File: src/rtl/fft_sequencer.sv
// Purpose : in-place radix-2 DIT FFT controller driving the fft_accelerator port (load, compute, unload).
// Latency : N load handshakes, then exactly N*LOG2N compute cycles, then N unload handshakes; done_o one cycle after the last.
// Backpr. : load stalls indefinitely on in_valid_i=0; unload holds out_data_o stable while out_ready_i=0; compute never stalls.
//
// Optional feature macro: FFT_SEQ_ABS_EN (adds abs_mode_i; UNLOAD can stream accelerator magnitudes).
//
// Ports:
//   clk_i, rst_i (async, active-high)   clock and reset
//   start_i / busy_o / done_o           transform control and status
//   in_valid_i / in_ready_o / in_data_i    sample stream in, natural order, {im[31:16], re[15:0]}
//   out_valid_o / out_ready_i / out_data_o result stream out, natural order
//   tw_addr_o / tw_data_i               twiddle ROM lookup (combinational return)
//   fft_sel_o, fft_operator_o, fft_operand_{a,b,c}_o, fft_result_i   accelerator request/response
//   abs_mode_i (FFT_SEQ_ABS_EN only)    magnitude output select, sampled with start_i
module fft_sequencer #(
    parameter int LOG2N = 4
) (
    input  logic              clk_i,
    input  logic              rst_i,
    input  logic              start_i,
    output logic              busy_o,
    output logic              done_o,
    input  logic              in_valid_i,
    output logic              in_ready_o,
    input  logic [31:0]       in_data_i,
    output logic              out_valid_o,
    input  logic              out_ready_i,
    output logic [31:0]       out_data_o,
    output logic [LOG2N-2:0]  tw_addr_o,
    input  logic [31:0]       tw_data_i,
    output logic              fft_sel_o,
    output logic [4:0]        fft_operator_o,
    output logic [31:0]       fft_operand_a_o,
    output logic [31:0]       fft_operand_b_o,
    output logic [31:0]       fft_operand_c_o,
    input  logic [31:0]       fft_result_i
`ifdef FFT_SEQ_ABS_EN
    ,
    input  logic              abs_mode_i
`endif
);

    localparam int N  = 1 << LOG2N;
    localparam int SW = 4;  // stage counter width, covers LOG2N up to 8

    localparam logic [2:0] S_IDLE   = 3'd0;
    localparam logic [2:0] S_LOAD   = 3'd1;
    localparam logic [2:0] S_BFLY_C = 3'd2;
    localparam logic [2:0] S_BFLY_D = 3'd3;
    localparam logic [2:0] S_UNLOAD = 3'd4;

    localparam logic [4:0] OP_BFLY_C  = 5'b00000;
    localparam logic [4:0] OP_BFLY_D  = 5'b00001;
    localparam logic [4:0] OP_ABS     = 5'b00100;
    localparam logic [4:0] OP_BITREV  = 5'b00101;

    logic [2:0]        state_q;
    logic [LOG2N-1:0]  cnt_q;      // load count, then output count
    logic [LOG2N-2:0]  k_q;        // butterfly index within a stage
    logic [SW-1:0]     s_q;        // stage
    logic [31:0]       c_hold_q;   // upper butterfly result held across BFLY_C -> BFLY_D
    logic              done_q;
    logic [31:0]       mem_q [N];

`ifdef FFT_SEQ_ABS_EN
    logic              abs_q;
`endif

    // Butterfly addressing for stage s, butterfly k.
    logic [LOG2N-1:0]  k_ext;
    logic [LOG2N-1:0]  half;
    logic [LOG2N-1:0]  j_idx;
    logic [LOG2N-1:0]  ia;
    logic [LOG2N-1:0]  ib;
    logic [LOG2N-2:0]  tw_idx;

    assign k_ext  = {1'b0, k_q};
    assign half   = {{(LOG2N-1){1'b0}}, 1'b1} << s_q;
    assign j_idx  = k_ext & (half - 1'b1);
    // Bit s of ia is always zero, so ib can be formed with an OR.
    assign ia     = ((k_ext >> s_q) << (s_q + 1'b1)) | j_idx;
    assign ib     = ia | half;
    // j < 2^s, so j fits in LOG2N-1 bits and the shifted value never overflows.
    assign tw_idx = j_idx[LOG2N-2:0] << (SW'(LOG2N-1) - s_q);

    logic in_hs;
    logic out_hs;
    logic last_bfly;

    assign in_hs     = (state_q == S_LOAD) && in_valid_i;
    assign out_hs    = (state_q == S_UNLOAD) && out_ready_i;
    assign last_bfly = (s_q == SW'(LOG2N-1)) && (k_q == '1);

    always_ff @(posedge clk_i or posedge rst_i) begin
        if (rst_i) begin
            state_q  <= S_IDLE;
            cnt_q    <= '0;
            k_q      <= '0;
            s_q      <= '0;
            c_hold_q <= '0;
            done_q   <= 1'b0;
`ifdef FFT_SEQ_ABS_EN
            abs_q    <= 1'b0;
`endif
        end else begin
            done_q <= 1'b0;
            case (state_q)
                S_IDLE: begin
                    if (start_i) begin
                        state_q <= S_LOAD;
                        cnt_q   <= '0;
                        k_q     <= '0;
                        s_q     <= '0;
`ifdef FFT_SEQ_ABS_EN
                        abs_q   <= abs_mode_i;
`endif
                    end
                end
                S_LOAD: begin
                    if (in_hs) begin
                        cnt_q <= cnt_q + 1'b1;
                        if (cnt_q == '1) begin
                            state_q <= S_BFLY_C;
                            k_q     <= '0;
                            s_q     <= '0;
                        end
                    end
                end
                S_BFLY_C: begin
                    c_hold_q <= fft_result_i;
                    state_q  <= S_BFLY_D;
                end
                S_BFLY_D: begin
                    k_q <= k_q + 1'b1;
                    if (k_q == '1) begin
                        s_q <= s_q + 1'b1;
                    end
                    if (last_bfly) begin
                        state_q <= S_UNLOAD;
                        cnt_q   <= '0;
                    end else begin
                        state_q <= S_BFLY_C;
                    end
                end
                S_UNLOAD: begin
                    if (out_hs) begin
                        cnt_q <= cnt_q + 1'b1;
                        if (cnt_q == '1) begin
                            state_q <= S_IDLE;
                            done_q  <= 1'b1;
                        end
                    end
                end
                default: begin
                    state_q <= S_IDLE;
                end
            endcase
        end
    end

    // Sample buffer: contents are don't-care after reset, so no reset here.
    always_ff @(posedge clk_i) begin
        if (in_hs) begin
            // The accelerator returns the bit-reversed load index this cycle.
            mem_q[fft_result_i[LOG2N-1:0]] <= in_data_i;
        end
        if (state_q == S_BFLY_D) begin
            mem_q[ia] <= c_hold_q;
            mem_q[ib] <= fft_result_i;
        end
    end

    always_comb begin
        busy_o          = (state_q != S_IDLE);
        done_o          = done_q;
        in_ready_o      = 1'b0;
        out_valid_o     = 1'b0;
        out_data_o      = '0;
        tw_addr_o       = '0;
        fft_sel_o       = 1'b0;
        fft_operator_o  = '0;
        fft_operand_a_o = '0;
        fft_operand_b_o = '0;
        fft_operand_c_o = '0;
        case (state_q)
            S_LOAD: begin
                in_ready_o      = 1'b1;
                fft_sel_o       = 1'b1;
                fft_operator_o  = OP_BITREV;
                fft_operand_a_o = 32'(cnt_q);
                fft_operand_b_o = 32'(32 - LOG2N);
            end
            S_BFLY_C, S_BFLY_D: begin
                fft_sel_o       = 1'b1;
                fft_operator_o  = (state_q == S_BFLY_C) ? OP_BFLY_C : OP_BFLY_D;
                fft_operand_a_o = mem_q[ia];
                fft_operand_b_o = mem_q[ib];
                fft_operand_c_o = tw_data_i;
                tw_addr_o       = tw_idx;
            end
            S_UNLOAD: begin
                out_valid_o = 1'b1;
`ifdef FFT_SEQ_ABS_EN
                if (abs_q) begin
                    fft_sel_o       = 1'b1;
                    fft_operator_o  = OP_ABS;
                    fft_operand_a_o = mem_q[cnt_q];
                    out_data_o      = fft_result_i;
                end else begin
                    out_data_o = mem_q[cnt_q];
                end
`else
                out_data_o = mem_q[cnt_q];
`endif
            end
            default: begin
            end
        endcase
    end

endmodule
File: config.mk
export PLATFORM = sky130hd
export DESIGN_NAME = fft_sequencer
export DESIGN_NICKNAME = d
export VERILOG_FILES = /design/src/rtl/fft_sequencer.sv
export SDC_FILE = /design/constraint.sdc
export NUM_CORES = 2
export LEC_CHECK = 0
export CORE_ASPECT_RATIO = 1.1
export CORE_MARGIN = 4
export CORE_UTILIZATION = 40
export CTS_CLUSTER_SIZE = 16
export DETAILED_ROUTE_END_ITERATION = 8
export GPL_TIMING_DRIVEN = 0
export PLACE_DENSITY = 0.56
export REMOVE_ABC_BUFFERS = 1
export SLEW_MARGIN = 20
export SYNTH_ARGS = -nofsm -noshare
export SYNTH_HDL_FRONTEND = slang
export SYNTH_SLANG_ARGS = --single-unit
File: constraint.sdc
create_clock -name clk_i -period 16.6 [get_ports clk_i]
set_input_delay 3.32 -clock clk_i [delete_from_list [all_inputs] [get_ports clk_i]]
set_output_delay 3.32 -clock clk_i [all_outputs]
set_load 0.05 [all_outputs]
==> metrics.cfg <==
[yosys]
synthArstFlopShare_pct = 8.408
syn_area_sq_um = 38580
netlist_top_cells_count = 939 x nand2_1, 522 x nand3_1, 512 x edfxtp_1, 488 x a21oi_1, 401 x nor2_1
yosysMostFrequentCell = nand2_1
synth_cells = 4185
yosysWarnings = 0
synth_edf_count = 512
seq_area_frac_synth_pct = 42.90
synth_cell_type_count = 66
avgSynthCellArea_sq_um = 9.220
synthTopCellsByArea = edfxtp_1 40%, mux4_2 9.3%, nand2_1 9.1%
yosysTopAreaCellShare_pct = 39.85
ys_ff_latch = 559
synthFlopType = edfxtp_1
yosysTopAreaCell = edfxtp_1

[finish]
final_area_sq_um = 46730
n_antenna_cell = 0
layout.nets = 4342
instances_no_fill = 5556
syn_to_final_growth_pct = 21.11
num-fill-cells = 8498
layout-drive-gt1-share_pct = 15.61

[timing]
setup_viol = 0
fin_crit_ps = 9932
tightest_slew_ps = 1235
post-route-period-util_pct = 59.83
tns_ps = 0
hold_viol_final = 0
skew_ps = 27.35
slew_viol_final = 0
max_freq_mhz = 100.7
setup_slack_ps = 6668
rsz0062_at_grt = false
relSlewSlack_pct = 16.60

[pwr]
power.density_nw_per_um2 = 134.0
p_clk_share_pct = 21.1
ir_drop_uv = 94.08
internal_power_mw = 3.665
switching_share_pct = 41.49
power_switching_mw = 2.598
total_power_mw = 6.263
comb_power_share_pct = 49.6
seqPwrFrac_pct = 29.3
leakage_nw = 17.99

[route]
ant_nets = 0
drt_wl_total_mm = 159.2
viasPerCell = 6.276
first_pass_iters = 6
vias = 34869
drt_iter0_drc = 5311
drc = 0
wl_per_cell_um = 28.66

[cts]
cts_buffer_depth = 3
clk_pin_slew_ps = 60
cts_setup_buffers = 0
cts.sinks = 559
tritoncts = yes
ctsResizeCount = 0
cts.htree.levels = 2
cts_root_buf = clkbuf_16
clk-insertion-delay-late_ps = 670
cts_buffers = 60
ctsHoldBuffers = 0

[status]
status = finished clean

[setup_path]
timing.rr.start = s_q[1]
cp-end-kind = output port
r2r-end = mem_q[15][23]
start_kind = flop
worstPathMaxFanout = 22
critPathArrivalTime_ps = 6610
path_class = reg2out
r2r_slack_ps = 10920
rr_worst_depth = 14
crit_required_ps = 13280

[global_route]
grt_pass1_vias = 33245
antenna_found_initial = 3
grt_pass1_wl_mm = 228.9
grt_usage_pct = 30.32
grt_max_degree = 58
gr-total-overflow = 0

[placed_design]
io_buffers = 238
post-place-ws_ps = 7631
placed_cells = 5443
dpl_cell_area_sq_um = 44860
hpwl_mm = 105.7
globalplace.congestion = 0.7854

[floorplanning]
die_area_sq_um = 101500
dieWidth_um = 304.1
rows = 119
core_area_sq_um = 95740
die_h_um = 333.7
pin_count = 242
start_util_pct = 40.30

[worst_hold_path]
hp-start = c_hold_q[9]
hold_path_class = reg2reg
whs_endpoint = c_hold_q[9]
whs_path_depth = 1

[flow_run]
maxCapViolations = 0

==> state kept, by name, summed over array words and instances, names as in the netlist <==
| name | cells |
|---|---|
| mem_q | 512 |
| c_hold_q | 32 |
| cnt_q | 4 |
| s_q | 4 |
| k_q | 3 |
| state_q | 3 |
| done_o | 1 |
==> per-stage QoR <==
stage | utilization, % | hold WS [ps]
6_report | 48.81 | 533.9
5_1_grt | 48.81 | 548.1
4_1_cts | 48.78 | 530.6
3_5_place_dp | 46.85 | 517.5
3_3_place_gp | 42.36 | 511.1
2_1_floorplan | - | 502.6
==> worst max-delay path by stage <==
stage / startpoint / end / slack, ps / cells after the start
after floorplan: s_q[0] / mem_q[8][0] / 2320 / 7
after global placement: s_q[1] / mem_q[9][24] / -21570 / 7
after detailed placement: s_q[1] / fft_operand_b_o[14] / 7630 / 10
after CTS: s_q[1] / fft_operand_b_o[14] / 6860 / 10
after global routing: s_q[1] / fft_operand_b_o[14] / 6610 / 10
final: s_q[1] / fft_operand_b_o[14] / 6670 / 10
==> per-layer routing <==
metal / vias to the layer above / part of all wire [%] / GRT usage, % / routed length (um)
li1: 15066 / - / - / -
met3: 515 / 12 / 6.605 / 19680
met2: 2526 / 43 / 45.37 / 68590
met5: - / 0.012 / 0 / 19
met4: 2 / 5.4 / 14.54 / 8662
met1: 16760 / 39 / 41.99 / 62290
==> placed cells by master, fill, tap and decap left out, types with 5 or more instances in the layout <==
| master | netlist | final |
|---|---|---|
| buf_12 | 0 | 23 |
| mux2_2 | 46 | 46 |
| nor2_1 | 401 | 397 |
| buf_6 | 13 | 75 |
| clkbuf_8 | 0 | 5 |
| ha_1 | 6 | 6 |
| nand2_1 | 939 | 936 |
| nor3_1 | 9 | 9 |
| clkinv_2 | 0 | 5 |
| clkbuf_16 | 0 | 61 |
| clkbuf_1 | 236 | 29 |
| and3_1 | 6 | 6 |
| o21ai_0 | 60 | 41 |
| mux2_4 | 117 | 117 |
| clkdlybuf4s50_1 | 0 | 238 |
| mux2i_1 | 184 | 178 |
| dfrtp_1 | 47 | 43 |
| buf_16 | 0 | 81 |
| clkinv_1 | 0 | 9 |
| nor4_1 | 28 | 28 |
| mux4_2 | 160 | 160 |
| o21ai_1 | 1 | 5 |
| nand3_1 | 522 | 522 |
| mux2i_2 | 0 | 6 |
| a41oi_1 | 28 | 28 |
| and2_1 | 69 | 65 |
| inv_1 | 8 | 7 |
| a21oi_1 | 488 | 486 |
| o21bai_1 | 5 | 5 |
| nor3b_1 | 5 | 5 |
| o21ai_4 | 0 | 15 |
| buf_8 | 0 | 25 |
| edfxtp_1 | 512 | 512 |
| nand4_1 | 9 | 9 |
==> logic make-up (layout without fill, tap and decap cells) <==
logic type	after synthesis	after routing	synth area share (%)
compound gates	627	627	8.918
xor+xnor	2	2	0.04541
fa+ha+maj	6	6	0.1946
buf+inv	464	563	5.276
flops	559	559	42.90
mux	507	507	20.01
other cells	1	3	0.009719
simple gates	2019	2019	22.65
==> critical path: stages (launching register included) <==
cell	delay, ps
dfrtp_1	630
nor4_1	850
inv_1	220
ha_1	300
xor2_1	240
a221oi_2	810
nand2b_4	450
buf_16	290
a21oi_1	100
nor4_1	1030
clkdlybuf4s50_1	980
==> power groups by stage <==
stage                     clock [mW]  sequential, mW  combinational (mW)
after floorplan                    0            1.91                1.91
after global placement             0            2.06                3.10
after detailed placement           0            1.86                3.04
after CTS                       1.32            1.83                3.05
after global routing            1.38            1.85                3.23
final                           1.32            1.83                3.11
==> layout make-up <==
class	instances	area, sq um	share of cell area, %
clock inverter	18	136.4	0.2919
tap	1270	1589	3.401
clock buffer	95	1704	3.647
timing repair buffer	442	6292	13.47
multi-input combinational	3164	20410	43.67
sequential	559	16570	35.45
inverter	8	32.53	0.06962
(Power assumes the default switching activity.)
